File: config.mk
export PLATFORM = sky130hd
export DESIGN_NAME = alu_op_issue_flat
export DESIGN_NICKNAME = d
export VERILOG_FILES = /design/src/rtl/alu_op_issue_if.sv /design/src/rtl/alu_op_issue.sv /design/src/flat_wrapper.sv
export SDC_FILE = /design/constraint.sdc
export NUM_CORES = 1
export LEC_CHECK = 0
export BUFFER_PORTS_ARGS = -buffer_cell sky130_fd_sc_hd__clkbuf_2
export CAP_MARGIN = 5
export CORE_ASPECT_RATIO = 1.1
export CORE_MARGIN = 3
export CORE_UTILIZATION = 61
export DETAILED_ROUTE_END_ITERATION = 16
export PLACE_DENSITY = 0.92
export SLEW_MARGIN = 10
export SYNTH_ARGS = -nofsm -noshare
export SYNTH_HDL_FRONTEND = slang
export SYNTH_SLANG_ARGS = --single-unit
File: constraint.sdc
create_clock -name clk -period 4.5 [get_ports clk]
set_input_delay 0.225 -clock clk [delete_from_list [all_inputs] [get_ports clk]]
set_output_delay 0.225 -clock clk [all_outputs]
set_load 0.01 [all_outputs]
File: src/rtl/alu_op_issue_if.sv
// -----------------------------------------------------------------------------
// alu_op_issue_if
// Bundles the three signal groups around the ALU command-issue stage:
//   cmd_*  : producer -> issue stage command handshake (valid/ready, sel, a, b)
//   alu_*  : issue stage <-> combinational ALU (registered a/b/sel out, c back)
//   res_*  : issue stage -> consumer result handshake (valid/ready, data, sel,
//            illegal_op)
// Modports:
//   slave  : the issue stage itself
//   master : the surrounding environment (producer, ALU, consumer)
// Optional: when ALU_FLAGS_EN is defined, res_zero and res_ovf are added.
// -----------------------------------------------------------------------------
interface alu_op_issue_if #(
    parameter int WIDTH = 4
);
    logic             cmd_valid;
    logic             cmd_ready;
    logic [3:0]       cmd_sel;
    logic [WIDTH-1:0] cmd_a;
    logic [WIDTH-1:0] cmd_b;

    logic [WIDTH-1:0] alu_a;
    logic [WIDTH-1:0] alu_b;
    logic [3:0]       alu_sel;
    logic [WIDTH-1:0] alu_c;

    logic             res_valid;
    logic             res_ready;
    logic [WIDTH-1:0] res_data;
    logic [3:0]       res_sel;
    logic             illegal_op;
`ifdef ALU_FLAGS_EN
    logic             res_zero;
    logic             res_ovf;
`endif

    modport slave (
        input  cmd_valid, cmd_sel, cmd_a, cmd_b, alu_c, res_ready,
        output cmd_ready, alu_a, alu_b, alu_sel,
`ifdef ALU_FLAGS_EN
        output res_zero, res_ovf,
`endif
        output res_valid, res_data, res_sel, illegal_op
    );

    modport master (
        output cmd_valid, cmd_sel, cmd_a, cmd_b, alu_c, res_ready,
        input  cmd_ready, alu_a, alu_b, alu_sel,
`ifdef ALU_FLAGS_EN
        input  res_zero, res_ovf,
`endif
        input  res_valid, res_data, res_sel, illegal_op
    );
endinterface

File: src/rtl/alu_op_issue.sv
// -----------------------------------------------------------------------------
// alu_op_issue
// Command-issue stage in front of a WIDTH-bit combinational ALU. Commands
// {sel, a, b} are buffered in a DEPTH-entry FIFO, issued one at a time as
// registered operands, the ALU result is captured one cycle later and offered
// downstream until accepted. Issue is not overlapped: one result per 3 cycles.
// Ports:
//   clk  : rising-edge clock
//   rst  : asynchronous active-high reset
//   bus  : alu_op_issue_if.slave (cmd_*, alu_*, res_* groups)
// Optional: define ALU_FLAGS_EN to add registered res_zero / res_ovf flags.
// -----------------------------------------------------------------------------
module alu_op_issue #(
    parameter int WIDTH = 4,
    parameter int DEPTH = 4
) (
    input  logic            clk,
    input  logic            rst,
    alu_op_issue_if.slave   bus
);
    localparam int AW = $clog2(DEPTH);

    typedef enum logic [1:0] {IDLE, EXEC, HOLD} state_t;

    typedef struct packed {
        logic [3:0]       sel;
        logic [WIDTH-1:0] a;
        logic [WIDTH-1:0] b;
    } cmd_t;

    cmd_t             r_mem [DEPTH];
    logic [AW-1:0]    r_wr_ptr;
    logic [AW-1:0]    r_rd_ptr;
    logic [AW:0]      r_count;
    logic             r_live;       // keeps cmd_ready low until after reset release
    state_t           r_state;
    logic [WIDTH-1:0] r_alu_a;
    logic [WIDTH-1:0] r_alu_b;
    logic [3:0]       r_alu_sel;
    logic             r_res_valid;
    logic [WIDTH-1:0] r_res_data;
    logic [3:0]       r_res_sel;
    logic             r_illegal;

    logic w_full;
    logic w_empty;
    logic w_cmd_ready;
    logic w_push;
    logic w_pop;

    function automatic logic f_illegal(input logic [3:0] sel);
        case (sel)
            4'b0000, 4'b1111, 4'b0001, 4'b0010, 4'b0100,
            4'b1000, 4'b0011, 4'b0110, 4'b1100, 4'b0101: return 1'b0;
            default:                                     return 1'b1;
        endcase
    endfunction

    assign w_full      = (r_count == (AW+1)'(DEPTH));
    assign w_empty     = (r_count == '0);
    assign w_cmd_ready = r_live & ~w_full;
    assign w_push      = bus.cmd_valid & w_cmd_ready;
    assign w_pop       = (r_state == IDLE) & ~w_empty;

    // FIFO storage needs no reset: only entries counted in r_count are read.
    always_ff @(posedge clk) begin
        if (w_push) begin
            r_mem[r_wr_ptr] <= '{sel: bus.cmd_sel, a: bus.cmd_a, b: bus.cmd_b};
        end
    end

    always_ff @(posedge clk or posedge rst) begin
        if (rst) begin
            r_wr_ptr <= '0;
            r_rd_ptr <= '0;
            r_count  <= '0;
            r_live   <= 1'b0;
        end else begin
            r_live <= 1'b1;
            if (w_push) r_wr_ptr <= r_wr_ptr + AW'(1);
            if (w_pop)  r_rd_ptr <= r_rd_ptr + AW'(1);
            case ({w_push, w_pop})
                2'b10:   r_count <= r_count + (AW+1)'(1);
                2'b01:   r_count <= r_count - (AW+1)'(1);
                default: r_count <= r_count;
            endcase
        end
    end

`ifdef ALU_FLAGS_EN
    logic             r_res_zero;
    logic             r_res_ovf;
    logic [WIDTH:0]   w_sum;
    logic [2*WIDTH-1:0] w_prod;
    logic             w_ovf;

    assign w_sum  = {1'b0, r_alu_a} + {1'b0, r_alu_b};
    assign w_prod = (2*WIDTH)'(r_alu_a) * (2*WIDTH)'(r_alu_b);

    always_comb begin
        w_ovf = 1'b0;
        case (r_alu_sel)
            4'b0000: w_ovf = w_sum[WIDTH];
            4'b1111: w_ovf = (r_alu_a < r_alu_b);
            4'b0101: w_ovf = |w_prod[2*WIDTH-1:WIDTH];
            default: w_ovf = 1'b0;
        endcase
    end

    assign bus.res_zero = r_res_zero;
    assign bus.res_ovf  = r_res_ovf;
`endif

    always_ff @(posedge clk or posedge rst) begin
        if (rst) begin
            r_state     <= IDLE;
            r_alu_a     <= '0;
            r_alu_b     <= '0;
            r_alu_sel   <= 4'b0000;
            r_res_valid <= 1'b0;
            r_res_data  <= '0;
            r_res_sel   <= 4'b0000;
            r_illegal   <= 1'b0;
`ifdef ALU_FLAGS_EN
            r_res_zero  <= 1'b0;
            r_res_ovf   <= 1'b0;
`endif
        end else begin
            case (r_state)
                IDLE: begin
                    if (w_pop) begin
                        r_alu_a   <= r_mem[r_rd_ptr].a;
                        r_alu_b   <= r_mem[r_rd_ptr].b;
                        r_alu_sel <= r_mem[r_rd_ptr].sel;
                        r_state   <= EXEC;
                    end
                end
                EXEC: begin
                    r_res_data  <= bus.alu_c;
                    r_res_sel   <= r_alu_sel;
                    r_illegal   <= f_illegal(r_alu_sel);
                    r_res_valid <= 1'b1;
`ifdef ALU_FLAGS_EN
                    r_res_zero  <= (bus.alu_c == '0);
                    r_res_ovf   <= w_ovf;
`endif
                    r_state     <= HOLD;
                end
                HOLD: begin
                    if (bus.res_ready) begin
                        r_res_valid <= 1'b0;
                        r_state     <= IDLE;
                    end
                end
                default: r_state <= IDLE;
            endcase
        end
    end

    assign bus.cmd_ready  = w_cmd_ready;
    assign bus.alu_a      = r_alu_a;
    assign bus.alu_b      = r_alu_b;
    assign bus.alu_sel    = r_alu_sel;
    assign bus.res_valid  = r_res_valid;
    assign bus.res_data   = r_res_data;
    assign bus.res_sel    = r_res_sel;
    assign bus.illegal_op = r_illegal;
endmodule

File: src/flat_wrapper.sv
// flat-port wrapper written by rule: the top's interface ports become plain ports
module alu_op_issue_flat 
#(
    parameter int WIDTH = 4,
    parameter int DEPTH = 4
)
  (clk, rst, bus_cmd_valid, bus_cmd_sel, bus_cmd_a, bus_cmd_b, bus_alu_c, bus_res_ready, bus_cmd_ready, bus_alu_a, bus_alu_b, bus_alu_sel, bus_res_valid, bus_res_data, bus_res_sel, bus_illegal_op);
  alu_op_issue_if #(.WIDTH(WIDTH)) bus_i ();
  input  logic clk;
  input  logic rst;
  input wire logic [$bits(bus_i.cmd_valid)-1:0] bus_cmd_valid;
  input wire logic [$bits(bus_i.cmd_sel)-1:0] bus_cmd_sel;
  input wire logic [$bits(bus_i.cmd_a)-1:0] bus_cmd_a;
  input wire logic [$bits(bus_i.cmd_b)-1:0] bus_cmd_b;
  input wire logic [$bits(bus_i.alu_c)-1:0] bus_alu_c;
  input wire logic [$bits(bus_i.res_ready)-1:0] bus_res_ready;
  output wire logic [$bits(bus_i.cmd_ready)-1:0] bus_cmd_ready;
  output wire logic [$bits(bus_i.alu_a)-1:0] bus_alu_a;
  output wire logic [$bits(bus_i.alu_b)-1:0] bus_alu_b;
  output wire logic [$bits(bus_i.alu_sel)-1:0] bus_alu_sel;
  output wire logic [$bits(bus_i.res_valid)-1:0] bus_res_valid;
  output wire logic [$bits(bus_i.res_data)-1:0] bus_res_data;
  output wire logic [$bits(bus_i.res_sel)-1:0] bus_res_sel;
  output wire logic [$bits(bus_i.illegal_op)-1:0] bus_illegal_op;
  assign bus_i.cmd_valid = bus_cmd_valid;
  assign bus_i.cmd_sel = bus_cmd_sel;
  assign bus_i.cmd_a = bus_cmd_a;
  assign bus_i.cmd_b = bus_cmd_b;
  assign bus_i.alu_c = bus_alu_c;
  assign bus_i.res_ready = bus_res_ready;
  assign bus_cmd_ready = bus_i.cmd_ready;
  assign bus_alu_a = bus_i.alu_a;
  assign bus_alu_b = bus_i.alu_b;
  assign bus_alu_sel = bus_i.alu_sel;
  assign bus_res_valid = bus_i.res_valid;
  assign bus_res_data = bus_i.res_data;
  assign bus_res_sel = bus_i.res_sel;
  assign bus_illegal_op = bus_i.illegal_op;
  alu_op_issue #(.WIDTH(WIDTH), .DEPTH(DEPTH)) u_core (.clk(clk), .rst(rst), .bus(bus_i));
endmodule
==> run metrics <==
outcome=completed; syn_nets=196; initial antenna violation count=0; final setup fails=0; cell count after synthesis=168; critical path data arrival time=2.31 ns; setup TNS=0 ns; static leakage=1.511 nW; post-synthesis register bit count=80; Mapped Area=0.003213 mm2; routed len/inst=17.17 um; DRC viols=0; Worst setup SP type=flip-flop; Nets=246; worst-margin pin slew=0.8594 ns; final instance area=0.003709 mm2; grt ovf=0; Global Route Usage Sum=18.11%; R2R cell count=8; Achievable Freq=0.4895 GHz; Reg2Reg Setup Slack=2.46 ns; Seq/Total Area, Yosys=69.78%; Worst Skew=0.008306 ns; hold crit path type=in -> reg; Final Cycle Share=45.40%; Sink Count=80; Post-synth EDFFs=48; Via Count=1576; most common cell in the netlist=edfxtp_1; hold depth=1; WS Path Type=reg -> reg; final wirelength=4826 um; final hold viol count=0; Final Slew Violations=0; Final ANT Viol Nets=0; reg2reg end=u_core.r_count[2]$_DFFE_PP0P_; Die H=82.12 um; Diodes inserted=0; top cells by count, synth=48 x edfxtp_1, 32 x dfrtp_1, 13 x mux2_2; CTS root buf=clkbuf_8; Die X=75.20 um; worst skew pair latency=0.34 ns; I/O Buffers=42; pwr/cell area=699.1 mW/mm2; Min-Delay Startpoint=bus_cmd_b[0]; top cells by area, synth=edfxtp_1 45%, dfrtp_1 25%, mux4_2 5.6%; H-Tree Depth=3; Clock transition at path regs=0.08 ns; main flop type after synthesis=edfxtp_1; layout cells sized above 1=40.36%; CP Max Fanout=7; largest net degree at the start of global routing=33; area delta synth->final=15.42%; FF-to-FF Start=u_core.r_count[0]$_DFFE_PP0P_; vias in the first global route=1580; Relative slew margins=42.52%; first-pass GRT wire length=7734 um; kind of end point of the critical path=flip-flop; Peak supply drop=0.4335 mV; RD Place Congestion=0.7458; CTS Buffer Depth=2; final setup margin=2.457 ns; ys async rst share=40.00%; Max Cap Violations=0; Gates resized, CTS repair=0; I/O pins=43; Worst Setup Slack post-DPL=2.461 ns; number of vias per cell=5.609; dpl hpwl=3187 um; synth unique cells=33; Avg Inst Size Synth=19.13 um2; cell taking the most area after synthesis=edfxtp_1; Data required, critical path=4.77 ns; minimum clock period=2.043 ns; WHS Endpoint=u_core.r_mem[2][0]$_DFFE_PP_; die area=0.006175 mm2; DP Area=0.003455 mm2; Iteration-0 DRC Markers=45; Starting Density=63.83%; CTS tree=done; drt first pass iters=4; cts bufs inserted=9; synth warn=0; post-synth top area share=44.86%; Row Count=27; Placeable Area=0.005034 mm2; RSZ-0062 raised after global routing=false
==> final cells by class <==
class | count | area (um2)
Inverter | 11 | 41.29
Clock inverter | 6 | 106.4
Sequential cell | 80 | 2242
Clock buffer | 10 | 137.6
Multi-Input combinational cell | 72 | 880.8
Fill cell | 291 | 1325
Tap cell | 58 | 72.57
Timing Repair Buffer | 44 | 227.7
==> registers in the layout, indices dropped and copies added, names as in the netlist <==
| name | flops |
|---|---|
| u_core.r_wr_ptr | 2 |
| u_core.bus.illegal_op | 1 |
| u_core.bus.alu_a | 4 |
| u_core.r_mem | 48 |
| u_core.bus.res_valid | 1 |
| u_core.bus.res_data | 4 |
| u_core.r_rd_ptr | 2 |
| u_core.bus.alu_b | 4 |
| u_core.r_live | 1 |
| u_core.bus.res_sel | 4 |
| u_core.bus.alu_sel | 4 |
| u_core.r_count | 3 |
| u_core.r_state | 2 |
==> layer usage <==
layer  up-vias  GRT usage [%]  routed length, um
li1        726              -                  -
met1       789          21.45               2044
met2        51          29.79               2460
met3        10          7.022                238
met4         0          7.343                 83
met5         -              0                  0
==> placed cells by master (no fill, tap or decap), drive strengths merged, types with 3 or more instances in the layout <==
master,Yosys,routed
edfxtp,48,48
inv,11,11
nor3,3,3
mux4,12,12
nor2,3,3
ha,7,7
clkbuf,0,52
mux2,21,21
and2,5,5
dfrtp,32,32
bufinv,0,3
xnor2,4,4
==> where the power goes <==
part | internal [mW] | switching (mW)
clock network | 0.381 | 0.241
logic | 0.469 | 0.342
registers | 0.982 | 0.178
==> critical path, stage by stage, from the launching register on <==
cell	delay, ns
dfrtp_1	0.43
o311a_1	0.46
inv_1	0.08
ha_1	0.17
inv_1	0.06
fa_1	0.37
xor2_1	0.15
nor2_1	0.12
xnor2_1	0.12
==> per-stage QoR <==
step | power [mW] | cells | hold slack (ns) | util [%]
6_report | 2.593 | 281 | 0.09497 | 73.68
5_1_grt | 2.764 | 281 | 0.07749 | 73.68
4_1_cts | 2.632 | 281 | 0.07624 | 73.68
3_5_place_dp | 2.000 | 264 | 0.3233 | 68.63
3_3_place_gp | 1.958 | 264 | 0.3090 | 68.63
2_1_floorplan | 1.793 | 168 | 0.3239 | -
==> how the worst max path moves through the flow <==
stage / startpoint / slack, ns / cells past startpoint / end
global route: u_core.r_count[0]$_DFFE_PP0P_ / 2.33 / 8 / u_core.r_count[2]$_DFFE_PP0P_
global placement: u_core.r_count[0]$_DFFE_PP0P_ / 2.53 / 8 / u_core.r_count[2]$_DFFE_PP0P_
floorplan: u_core.r_count[0]$_DFFE_PP0P_ / 2.58 / 8 / u_core.r_count[2]$_DFFE_PP0P_
finish: u_core.r_count[0]$_DFFE_PP0P_ / 2.46 / 8 / u_core.r_count[2]$_DFFE_PP0P_
CTS: u_core.r_count[0]$_DFFE_PP0P_ / 2.44 / 8 / u_core.r_count[2]$_DFFE_PP0P_
detailed placement: u_core.r_count[0]$_DFFE_PP0P_ / 2.46 / 8 / u_core.r_count[2]$_DFFE_PP0P_
==> timing repair <==
action	4_1_cts	5_1_grt
hold buffers	1	0
endpoints found under the hold margin	32	0
setup buffers	0	0
==> cell families (layout without fill, tap and decap cells) <==
kind of cell / count (synthesis) / after routing / synth area share [%]
multiplexers: 34 / 34 / 17.48
flip-flops: 80 / 80 / 69.78
buffers and inverters: 16 / 71 / 2.804
AND/OR/NAND/NOR: 17 / 17 / 3.583
other: 1 / 1 / 0.1167
AO/OA/AOI/OAI: 6 / 6 / 1.246
adder cells (fa/ha/maj): 8 / 8 / 3.349
XOR/XNOR: 6 / 6 / 1.636
Power figures use the tool's default switching activity.
